**src/rtl/ring_buffer_mp_pkg.sv**
```systemverilog
// ring_buffer_mp_pkg
// Shared helpers for the multi-port ring buffer: index-width sizing and
// modular pointer arithmetic that works for any depth, including depths
// that are not a power of two.
// Arguments are carried at 32 bits. Callers zero-extend pointers of
// AddrWidth+1 bits or fewer and truncate the result back to AddrWidth.
package ring_buffer_mp_pkg;

    localparam int PtrArgWidth = 32;

    // Number of bits needed to index n distinct values. Never returns 0.
    function automatic int idx_width(input int n);
        return (n > 1) ? $clog2(n) : 1;
    endfunction

    // (a + b) mod depth, assuming a < depth and b <= depth.
    function automatic logic [PtrArgWidth-1:0] mod_add(
        input logic [PtrArgWidth-1:0] a,
        input logic [PtrArgWidth-1:0] b,
        input logic [PtrArgWidth-1:0] depth
    );
        logic [PtrArgWidth-1:0] sum;
        sum = a + b;
        return (sum >= depth) ? (sum - depth) : sum;
    endfunction

    // (a - b) mod depth, assuming a < depth and b < depth.
    function automatic logic [PtrArgWidth-1:0] mod_sub(
        input logic [PtrArgWidth-1:0] a,
        input logic [PtrArgWidth-1:0] b,
        input logic [PtrArgWidth-1:0] depth
    );
        return (a >= b) ? (a - b) : (a + depth - b);
    endfunction

endpackage

```
**src/rtl/ring_buffer_mp_rd_check.sv**
```systemverilog
// ring_buffer_mp_rd_check
// One read port of the ring buffer. It computes the port's offset from the
// read pointer, decides whether the address lies inside the live window, and
// selects the stored entry. Addresses at or beyond Depth return zero.
// Ports:
//   raddr  absolute entry address requested by this port
//   rptr   current read pointer of the buffer
//   usage  current occupancy of the buffer
//   mem    full storage array (read-only view)
//   ready  address lies inside [rptr, rptr+usage) modulo Depth
//   rdata  stored entry at raddr, or zero when raddr is out of range
module ring_buffer_mp_rd_check
    import ring_buffer_mp_pkg::*;
#(
    parameter int  Depth  = 32,
    parameter type data_t = logic,
    localparam int AddrWidth = idx_width(Depth),
    localparam int CntWidth  = idx_width(Depth + 1)
) (
    input  logic [AddrWidth-1:0] raddr,
    input  logic [AddrWidth-1:0] rptr,
    input  logic [CntWidth-1:0]  usage,
    input  data_t [Depth-1:0]    mem,
    output logic                 ready,
    output data_t                rdata
);

    logic                 in_range;
    logic [AddrWidth-1:0] off;

    assign in_range = 32'(raddr) < 32'(Depth);
    // off is meaningless for out-of-range addresses; in_range masks it.
    assign off      = AddrWidth'(mod_sub(32'(raddr), 32'(rptr), 32'(Depth)));
    assign ready    = in_range && (CntWidth'(off) < usage);
    assign rdata    = in_range ? mem[raddr] : '0;

endmodule

```
**src/rtl/ring_buffer_mp.sv**
```systemverilog
// ring_buffer_mp
// Circular buffer with all-or-nothing burst writes of up to NumWrPorts
// entries per cycle, NumRdPorts independent random-access read ports into
// the live window, and a separate read-pointer advance that retires entries.
// Any depth >= 2 is supported; occupancy is tracked explicitly.
// Optional feature macro: RING_BUFFER_MP_FLUSH_EN adds flush_i, which drops
// every live entry (rptr jumps to wptr) while leaving memory contents intact.
// Ports:
//   clk_i, rst_i          clock, synchronous active-high reset
//   wvalid_i / wready_o   burst request / burst fits in free space
//   wcount_i, wdata_i     burst length (1..NumWrPorts), lane k -> wptr+k
//   rvalid_i / rready_o   per-port request / address is inside live window
//   raddr_i, rdata_o      per-port absolute address / combinational data
//   advance_i, step_i     retire up to step_i entries (clamped to usage)
//   flush_i               discard all entries (flush build only)
//   wptr_o, rptr_o        write / read pointers
//   usage_o, full_o, empty_o  occupancy and status
module ring_buffer_mp
    import ring_buffer_mp_pkg::*;
#(
    parameter int  Depth      = 32,
    parameter int  NumWrPorts = 2,
    parameter int  NumRdPorts = 2,
    parameter type data_t     = logic,
    localparam int AddrWidth  = idx_width(Depth),
    localparam int CntWidth   = idx_width(Depth + 1),
    localparam int WcntWidth  = idx_width(NumWrPorts + 1)
) (
    input  logic                                 clk_i,
    input  logic                                 rst_i,
    input  logic                                 wvalid_i,
    output logic                                 wready_o,
    input  logic [WcntWidth-1:0]                 wcount_i,
    input  data_t [NumWrPorts-1:0]               wdata_i,
    input  logic [NumRdPorts-1:0]                rvalid_i,
    output logic [NumRdPorts-1:0]                rready_o,
    input  logic [NumRdPorts-1:0][AddrWidth-1:0] raddr_i,
    output data_t [NumRdPorts-1:0]               rdata_o,
    input  logic                                 advance_i,
    input  logic [CntWidth-1:0]                  step_i,
`ifdef RING_BUFFER_MP_FLUSH_EN
    input  logic                                 flush_i,
`endif
    output logic [AddrWidth-1:0]                 wptr_o,
    output logic [AddrWidth-1:0]                 rptr_o,
    output logic [CntWidth-1:0]                  usage_o,
    output logic                                 full_o,
    output logic                                 empty_o
);

    data_t [Depth-1:0] mem_q;
    logic [AddrWidth-1:0] wptr_q, wptr_d;
    logic [AddrWidth-1:0] rptr_q, rptr_d;
    logic [CntWidth-1:0]  usage_q, usage_d;
    logic [CntWidth-1:0]  step_eff;
    logic [CntWidth-1:0]  wcount_acc;
    logic                 wcount_legal;
    logic                 room;
    logic                 wr_acc;
    logic [NumWrPorts-1:0][AddrWidth-1:0] lane_addr;

    assign wcount_legal = (wcount_i != '0) && (32'(wcount_i) <= 32'(NumWrPorts));

    // Free space is judged on the registered occupancy only; entries retired
    // in the same cycle do not make room for this cycle's burst.
    assign room = (32'(Depth) - 32'(usage_q)) >= 32'(wcount_i);

`ifdef RING_BUFFER_MP_FLUSH_EN
    assign wready_o = room && !flush_i;
`else
    assign wready_o = room;
`endif

    assign wr_acc     = wvalid_i && wready_o && wcount_legal;
    assign wcount_acc = wr_acc ? CntWidth'(wcount_i) : '0;

    // Clamped to usage_q, so entries written this cycle are never retired.
    assign step_eff = !advance_i ? '0 : ((step_i < usage_q) ? step_i : usage_q);

    always_comb begin
        for (int k = 0; k < NumWrPorts; k++) begin
            lane_addr[k] = AddrWidth'(mod_add(32'(wptr_q), 32'(k), 32'(Depth)));
        end
    end

    always_comb begin
        wptr_d  = wptr_q;
        rptr_d  = AddrWidth'(mod_add(32'(rptr_q), 32'(step_eff), 32'(Depth)));
        usage_d = usage_q + wcount_acc - step_eff;
        if (wr_acc) begin
            wptr_d = AddrWidth'(mod_add(32'(wptr_q), 32'(wcount_i), 32'(Depth)));
        end
`ifdef RING_BUFFER_MP_FLUSH_EN
        // wready_o is already low, so no write lands; only the window collapses.
        if (flush_i) begin
            rptr_d  = wptr_q;
            usage_d = '0;
        end
`endif
    end

    always_ff @(posedge clk_i) begin
        if (rst_i) begin
            mem_q   <= '0;
            wptr_q  <= '0;
            rptr_q  <= '0;
            usage_q <= '0;
        end else begin
            wptr_q  <= wptr_d;
            rptr_q  <= rptr_d;
            usage_q <= usage_d;
            if (wr_acc) begin
                for (int k = 0; k < NumWrPorts; k++) begin
                    if (k < int'(wcount_i)) begin
                        mem_q[lane_addr[k]] <= wdata_i[k];
                    end
                end
            end
        end
    end

    for (genvar p = 0; p < NumRdPorts; p++) begin : g_rd
        ring_buffer_mp_rd_check #(
            .Depth  (Depth),
            .data_t (data_t)
        ) u_rd_check (
            .raddr (raddr_i[p]),
            .rptr  (rptr_q),
            .usage (usage_q),
            .mem   (mem_q),
            .ready (rready_o[p]),
            .rdata (rdata_o[p])
        );

        a_raddr_hold: assert property (@(posedge clk_i) disable iff (rst_i)
            (rvalid_i[p] && !rready_o[p]) |=> (!rvalid_i[p] || $stable(raddr_i[p])));
    end

    assign wptr_o  = wptr_q;
    assign rptr_o  = rptr_q;
    assign usage_o = usage_q;
    assign empty_o = (usage_q == '0);
    assign full_o  = (32'(usage_q) == 32'(Depth));

    a_wcount_legal: assert property (@(posedge clk_i) disable iff (rst_i)
        wvalid_i |-> wcount_legal);

    a_wr_hold: assert property (@(posedge clk_i) disable iff (rst_i)
        (wvalid_i && !wready_o) |=>
            (!wvalid_i || ($stable(wcount_i) && $stable(wdata_i))));

endmodule

```
**config.mk**
```make
export PLATFORM = sky130hd
export DESIGN_NAME = ring_buffer_mp
export DESIGN_NICKNAME = d
export VERILOG_FILES = /design/src/rtl/ring_buffer_mp_pkg.sv /design/src/rtl/ring_buffer_mp_rd_check.sv /design/src/rtl/ring_buffer_mp.sv
export SDC_FILE = /design/constraint.sdc
export NUM_CORES = 1
export LEC_CHECK = 0
export ABC_AREA = 0
export CAP_MARGIN = 20
export CORE_AREA = 2 2 99 101
export DETAILED_ROUTE_END_ITERATION = 8
export DIE_AREA = 0 0 101 103
export HOLD_SLACK_MARGIN = 0.03
export PLACE_DENSITY = 0.72
export SLEW_MARGIN = 20
export SYNTH_ARGS = -nofsm -noshare
export SYNTH_HDL_FRONTEND = slang
export SYNTH_HIERARCHICAL = 1
export SYNTH_SLANG_ARGS = --single-unit
```
**constraint.sdc**
```tcl
create_clock -name clk_i -period 4.07 [get_ports clk_i]
set_input_delay 0.6105 -clock clk_i [delete_from_list [all_inputs] [get_ports clk_i]]
set_output_delay 0.6105 -clock clk_i [all_outputs]
set_load 0.05 [all_outputs]
```
After elaboration in Yosys (flattened, before gate mapping)
Cells that the tools add are included.
{"block": "classes", "add_sub_neg": 16, "mul": 0, "div": 0, "magnitude_cmp": 19, "eq_ne": 1, "shift": 0, "n_mux": 23, "bitwise": 0, "n_reduce_logical": 7}
{"op": "$mux W32", "count": 4}
{"op": "$bwmux W32", "count": 2}
{"op": "$ge A32 B2 Y1", "count": 1}
{"op": "$mux W5", "count": 6}
{"op": "$lt A5 B6 Y1 const B", "count": 4}
{"op": "$sub A5 B1 Y5 const B", "count": 4}
{"op": "$sub A5 B5 Y5", "count": 4}
{"op": "$ge A6 B6 Y1 const B", "count": 2}
{"op": "$lt A5 B6 Y1", "count": 2}
{"op": "$mux W6", "count": 2}
{"op": "$add A5 B1 Y5 const B", "count": 2}
{"op": "$bmux W1 S5", "count": 2}
{"op": "$demux W1 S5", "count": 2}
{"op": "$ge A5 B1 Y1 const B", "count": 2}
{"op": "$ge A5 B5 Y1", "count": 2}
{"op": "$add A5 B6 Y7", "count": 1}
{"op": "$ge A7 B6 Y1 const B", "count": 1}
{"op": "$sub A6 B6 Y7 const A", "count": 1}
{"op": "$add A5 B1 Y6 const B", "count": 1}
{"op": "$add A5 B2 Y6", "count": 1}
{"op": "$add A6 B2 Y6", "count": 1}
{"op": "$eq A6 B6 Y1 const B", "count": 1}
{"op": "$ge A5 B6 Y1 const B", "count": 1}
{"op": "$logic_not A6 Y1", "count": 1}
{"op": "other kinds (8)", "count": 16}
{"block": "word_totals", "register_bits": 48, "latch_bits": 0, "mem_bits_rw": 0, "rom_bits": 0, "inputBits": 26, "output_inout_bits": 23, "elab_cells": 70, "memories": 0}

Logic depth before layout (Yosys ltp)
{"block": "depth", "word_depth": 12, "mapped_depth": 17, "depth_no_buf": 17}

Hierarchy
Netlist, hierarchy kept.
{"mod": "ring_buffer_mp", "instances": 1, "cells_per_inst": 407, "area_each_um2": 3468.3, "seq_area_each_um2": 960.9}
{"mod": "ring_buffer_mp_rd_check", "instances": 2, "cells_per_inst": 74, "area_each_um2": 593.1, "seq_area_each_um2": 0.0}

Worst setup path before layout
Ideal clock, no wire load.
{"block": "synth_timing", "kind": "register -> register", "from": "reg usage_q[5], in the netlist usage_o[5]", "to": "reg usage_q[5], in the netlist usage_o[5]", "setup_time_ns": 0.065, "arrival_ns": 3.857, "required_time_ns": 4.005, "path_slack_ns": 0.148, "stages_incl_launch_ff": 15, "path_buffers": 0, "synth_period_minus_slack_ns": 3.922, "path_cell_list": "dfxtp_1 -> inv_2 -> ha_1 -> nand4_1 -> o21bai_1 -> mux2i_1 -> nor2_1 -> fa_1 -> inv_1 -> ha_1 -> a211oi_1 -> o21bai_1 -> a21oi_1 -> xnor3_1 -> nor2_1"}
{"block": "synth_between", "elab_chain_cells": 7, "elab_cells_between_ends": 10, "classes_between": "add/sub (3); order compare (2); mux (3); reduce/logical (2)"}
{"element": "from (decl)", "line_no": "ring_buffer_mp.sv:54", "source": "logic [CntWidth-1:0] usage_q, usage_d;"}
{"element": "from (signal assigned)", "line_no": "ring_buffer_mp.sv:111", "source": "usage_q <= usage_d;"}
{"element": "$sub A6 B6 Y7", "line_no": "ring_buffer_mp.sv:66", "source": "assign room = (32'(Depth) - 32'(usage_q)) >= 32'(wcount_i);"}
{"element": "$ge A32 B2 Y1", "line_no": "ring_buffer_mp.sv:66"}
{"element": "$logic_and A1 B1 Y1 (2 in series)", "line_no": "ring_buffer_mp.sv:74", "source": "assign wr_acc = wvalid_i && wready_o && wcount_legal;"}
{"element": "$mux W2", "line_no": "ring_buffer_mp.sv:75", "source": "assign wcount_acc = wr_acc ? CntWidth'(wcount_i) : '0;"}
{"element": "$add A6 B2 Y6", "line_no": "ring_buffer_mp.sv:89", "source": "usage_d = usage_q + wcount_acc - step_eff;"}
{"element": "$sub A6 B6 Y6 (*)", "line_no": "ring_buffer_mp.sv:89"}
Every way passes the cells marked *; elsewhere a longest branch is shown, timed or not.
A chain may end at the register's enable or synchronous reset.

Worst setup path in the final report
{"block": "layout_timing", "from": "in step_i[5]", "to": "reg usage_q[5], in the netlist usage_o[5]"}
{"block": "layout_between", "elab_chain_cells": 4}
{"element": "from (decl)", "line_no": "ring_buffer_mp.sv:40", "source": "input logic [CntWidth-1:0] step_i,"}
{"element": "$lt A6 B6 Y1", "line_no": "ring_buffer_mp.sv:78", "source": "assign step_eff = !advance_i ? '0 : ((step_i < usage_q) ? step_i : usage_q);"}
{"element": "$mux W6 (*) (2 in series)", "line_no": "ring_buffer_mp.sv:78"}
{"element": "$sub A6 B6 Y6 (*)", "line_no": "ring_buffer_mp.sv:89"}
Marks and branches as above.

==> results_dict.tcl <==
set metrics [dict create \
    status "complete, no violations" \
    yosysSeqAreaShare_pct 20.6 \
    num_vias 4384 \
    syn_nets 629 \
    die_y_um 103 \
    tightest_slew_ps 1030 \
    postCtsSetupBuffers 0 \
    place_ws_ps -23.3 \
    end_kind "flip-flop" \
    slew_headroom_pct 30.9 \
    final.setup.worst_slack_ps 293 \
    synth_top_cells_by_count "mux2i_1, dfxtp_1, ha_1, nand2_1, inv_1" \
    min_from "mem_q[11]$_SDFFE_PP0N_" \
    grt_start_max_net_pins 33 \
    synth_edf_count 0 \
    rsz0062_at_grt "no" \
    ant_nets 0 \
    fin_crit_sh_pct 92.8 \
    worstPathCellList "clkdlybuf4s50_1 -> ha_1 -> nand2_1 -> o21ai_1 -> o21bai_1 -> mux2i_1 -> nor2_1 -> fa_1 -> inv_1 -> ha_1 -> a211oi_2 -> o21bai_1 -> a21oi_1 -> xnor3_1 -> nor2_1" \
    cts.sinks 48 \
    finalHoldViolCount 0 \
    ctsHoldBuffers 0 \
    die_area_um2 10400 \
    start_kind "input port" \
    io_pins 49 \
    dp.cells 704 \
    async_flop_share_pct 0 \
    finalSetupTns_ps 0 \
    route.detailed.drc 0 \
    slew_viol_final 0 \
    area_growth_pct 15.6 \
    timing.hold.ws_ps 533 \
    path_delay_family "adder cells" \
    io_buffers 46 \
    cts.path.max_buffers 2 \
    root_buffer "clkbuf_8" \
    dpl.hpwl_um 9360 \
    start_util_pct 49.2 \
    r2r_start "usage_o[1]$_SDFF_PP0_" \
    antenna_found_initial 0 \
    antenna_cells 0 \
    p_per_area_nw_per_um2 526 \
    arrival_ps 4000 \
    nets 671 \
    avgViaCountPerCell 6.16 \
    drt_wl_total_um 12700 \
    post-route-util_pct 56.9 \
    critical_path_peak_fanout 3 \
    r2r_slack_ps 470 \
    irDropWorstVdd_v 0.000530 \
    total_power_mw 2.83 \
    slowest_stage "fa_1" \
    numCtsBuffers 5 \
    critPathRequiredTime_ps 4290 \
    num_rows 36 \
    finalCriticalPeriod_ps 3780 \
    core_um2 9460 \
    ys_ff_latch 48 \
    grt_overflow 0 \
    setup_viol 0 \
    synth.distinct_cells 54 \
    htree_levels 2 \
    grt_pass1_wl_um 20900 \
    clk_latency_ps 310 \
    drv_cap 0 \
    final_cell_count_no_fill 712 \
    place_congestion 0.902 \
    hold_class "flip-flop to flip-flop" \
    clk_pin_slew_ps 100 \
    path_buf_inv 2 \
    grt_usage_pct 25.3 \
    syn_inst 555 \
    yosysMostFrequentCell "mux2i_1" \
    crit_type "input port to flip-flop" \
    wl_per_cell_um 17.9 \
    placed_area_um2 5270 \
    power_leakage_nw 2.26 \
    grt_pass1_vias 4243 \
    yosysTopAreaCellShare_pct 20.6 \
    ys_warn_count 6 \
    avgSynthCellArea_um2 8.39 \
    final_area_um2 5380 \
    drive_gt1_share_pct 8.36 \
    yosysTopAreaCell "dfxtp_1" \
    drt_first_pass_iters 6 \
    die_w_um 101 \
    tritoncts "done" \
    syn-cell-area_um2 4650 \
    cp-startpoint "step_i[5]" \
    clock_skew_ps 18.1 \
    synth_ff_type "dfxtp_1" \
    slowest_delay_ps 540 \
    synthTopCellsByArea "dfxtp_1, mux2i_1, ha_1" \
    drt_iter0_drc 234 \
    fmax_mhz 265 \
]
-- cells in the final DEF, fill, tap and decap left out, types with 11 or more instances in the layout --
master,count
a21o_1,11
nor2_1,31
ha_1,42
buf_4,21
clkdlybuf4s50_1,41
o21ai_0,34
or3_1,33
nor2b_1,16
mux2i_1,65
a21oi_1,20
dfxtp_1,48
a32o_1,32
inv_1,39
nand2_1,41
-- flip-flops by register name, indices dropped and copies added (netlist names) --
signal,count
mem_q,32
usage_o,6
rptr_o,5
wptr_o,5
-- area by class of cell --
class                           instances  area [um2]
Sequential cell                        48         961
Tap cell                              114         143
Multi-Input combinational cell        430        3350
Fill cell                             840        4080
Timing Repair Buffer                   67         653
Clock buffer                            6        72.6
Clock inverter                          2        35.0
Inverter                               45         169
-- routing by layer --
metal	up-vias	global-route usage, %	share of wire, %
met1	2111	32.5	44
met4	0	7.17	2.3
li1	2122	-	-
met5	-	0	0
met2	125	45.2	49
met3	26	2.71	4.7
-- logic make-up (layout without fill, tap and decap cells) --
family	count (synthesis)	after routing	synth area share [%]
AO/OA/AOI/OAI	135	135	21.6
XOR/XNOR	11	11	2.37
flip-flops	48	48	20.6
buffers and inverters	77	120	7.66
AND/OR/NAND/NOR	169	169	19.4
multiplexers	67	67	14.5
adder cells (fa/ha/maj)	48	48	13.9
-- path summary, 6_finish.rpt --
| kind | to | cells past startpoint |
|---|---|---|
| min reg2reg | mem_q[11]$_SDFFE_PP0N_ | 1 |
| min | mem_q[11]$_SDFFE_PP0N_ | 1 |
| max | usage_o[5]$_SDFF_PP0_ | 15 |
| max reg2reg | usage_o[5]$_SDFF_PP0_ | 14 |
-- power breakdown --
part           internal, mW  switching, mW
clock                 0.183          0.174
sequential            0.522         0.0612
combinational         0.824           1.07
total                  1.53           1.30
-- what timing repair did --
| item | CTS | global route |
|---|---|---|
| endpoints found under the hold margin | 0 | 0 |
| setup endpoints to repair | 0 | 1 |
| resized for setup | 0 | 1 |
No activity file was read; power rests on OpenSTA's default activity.
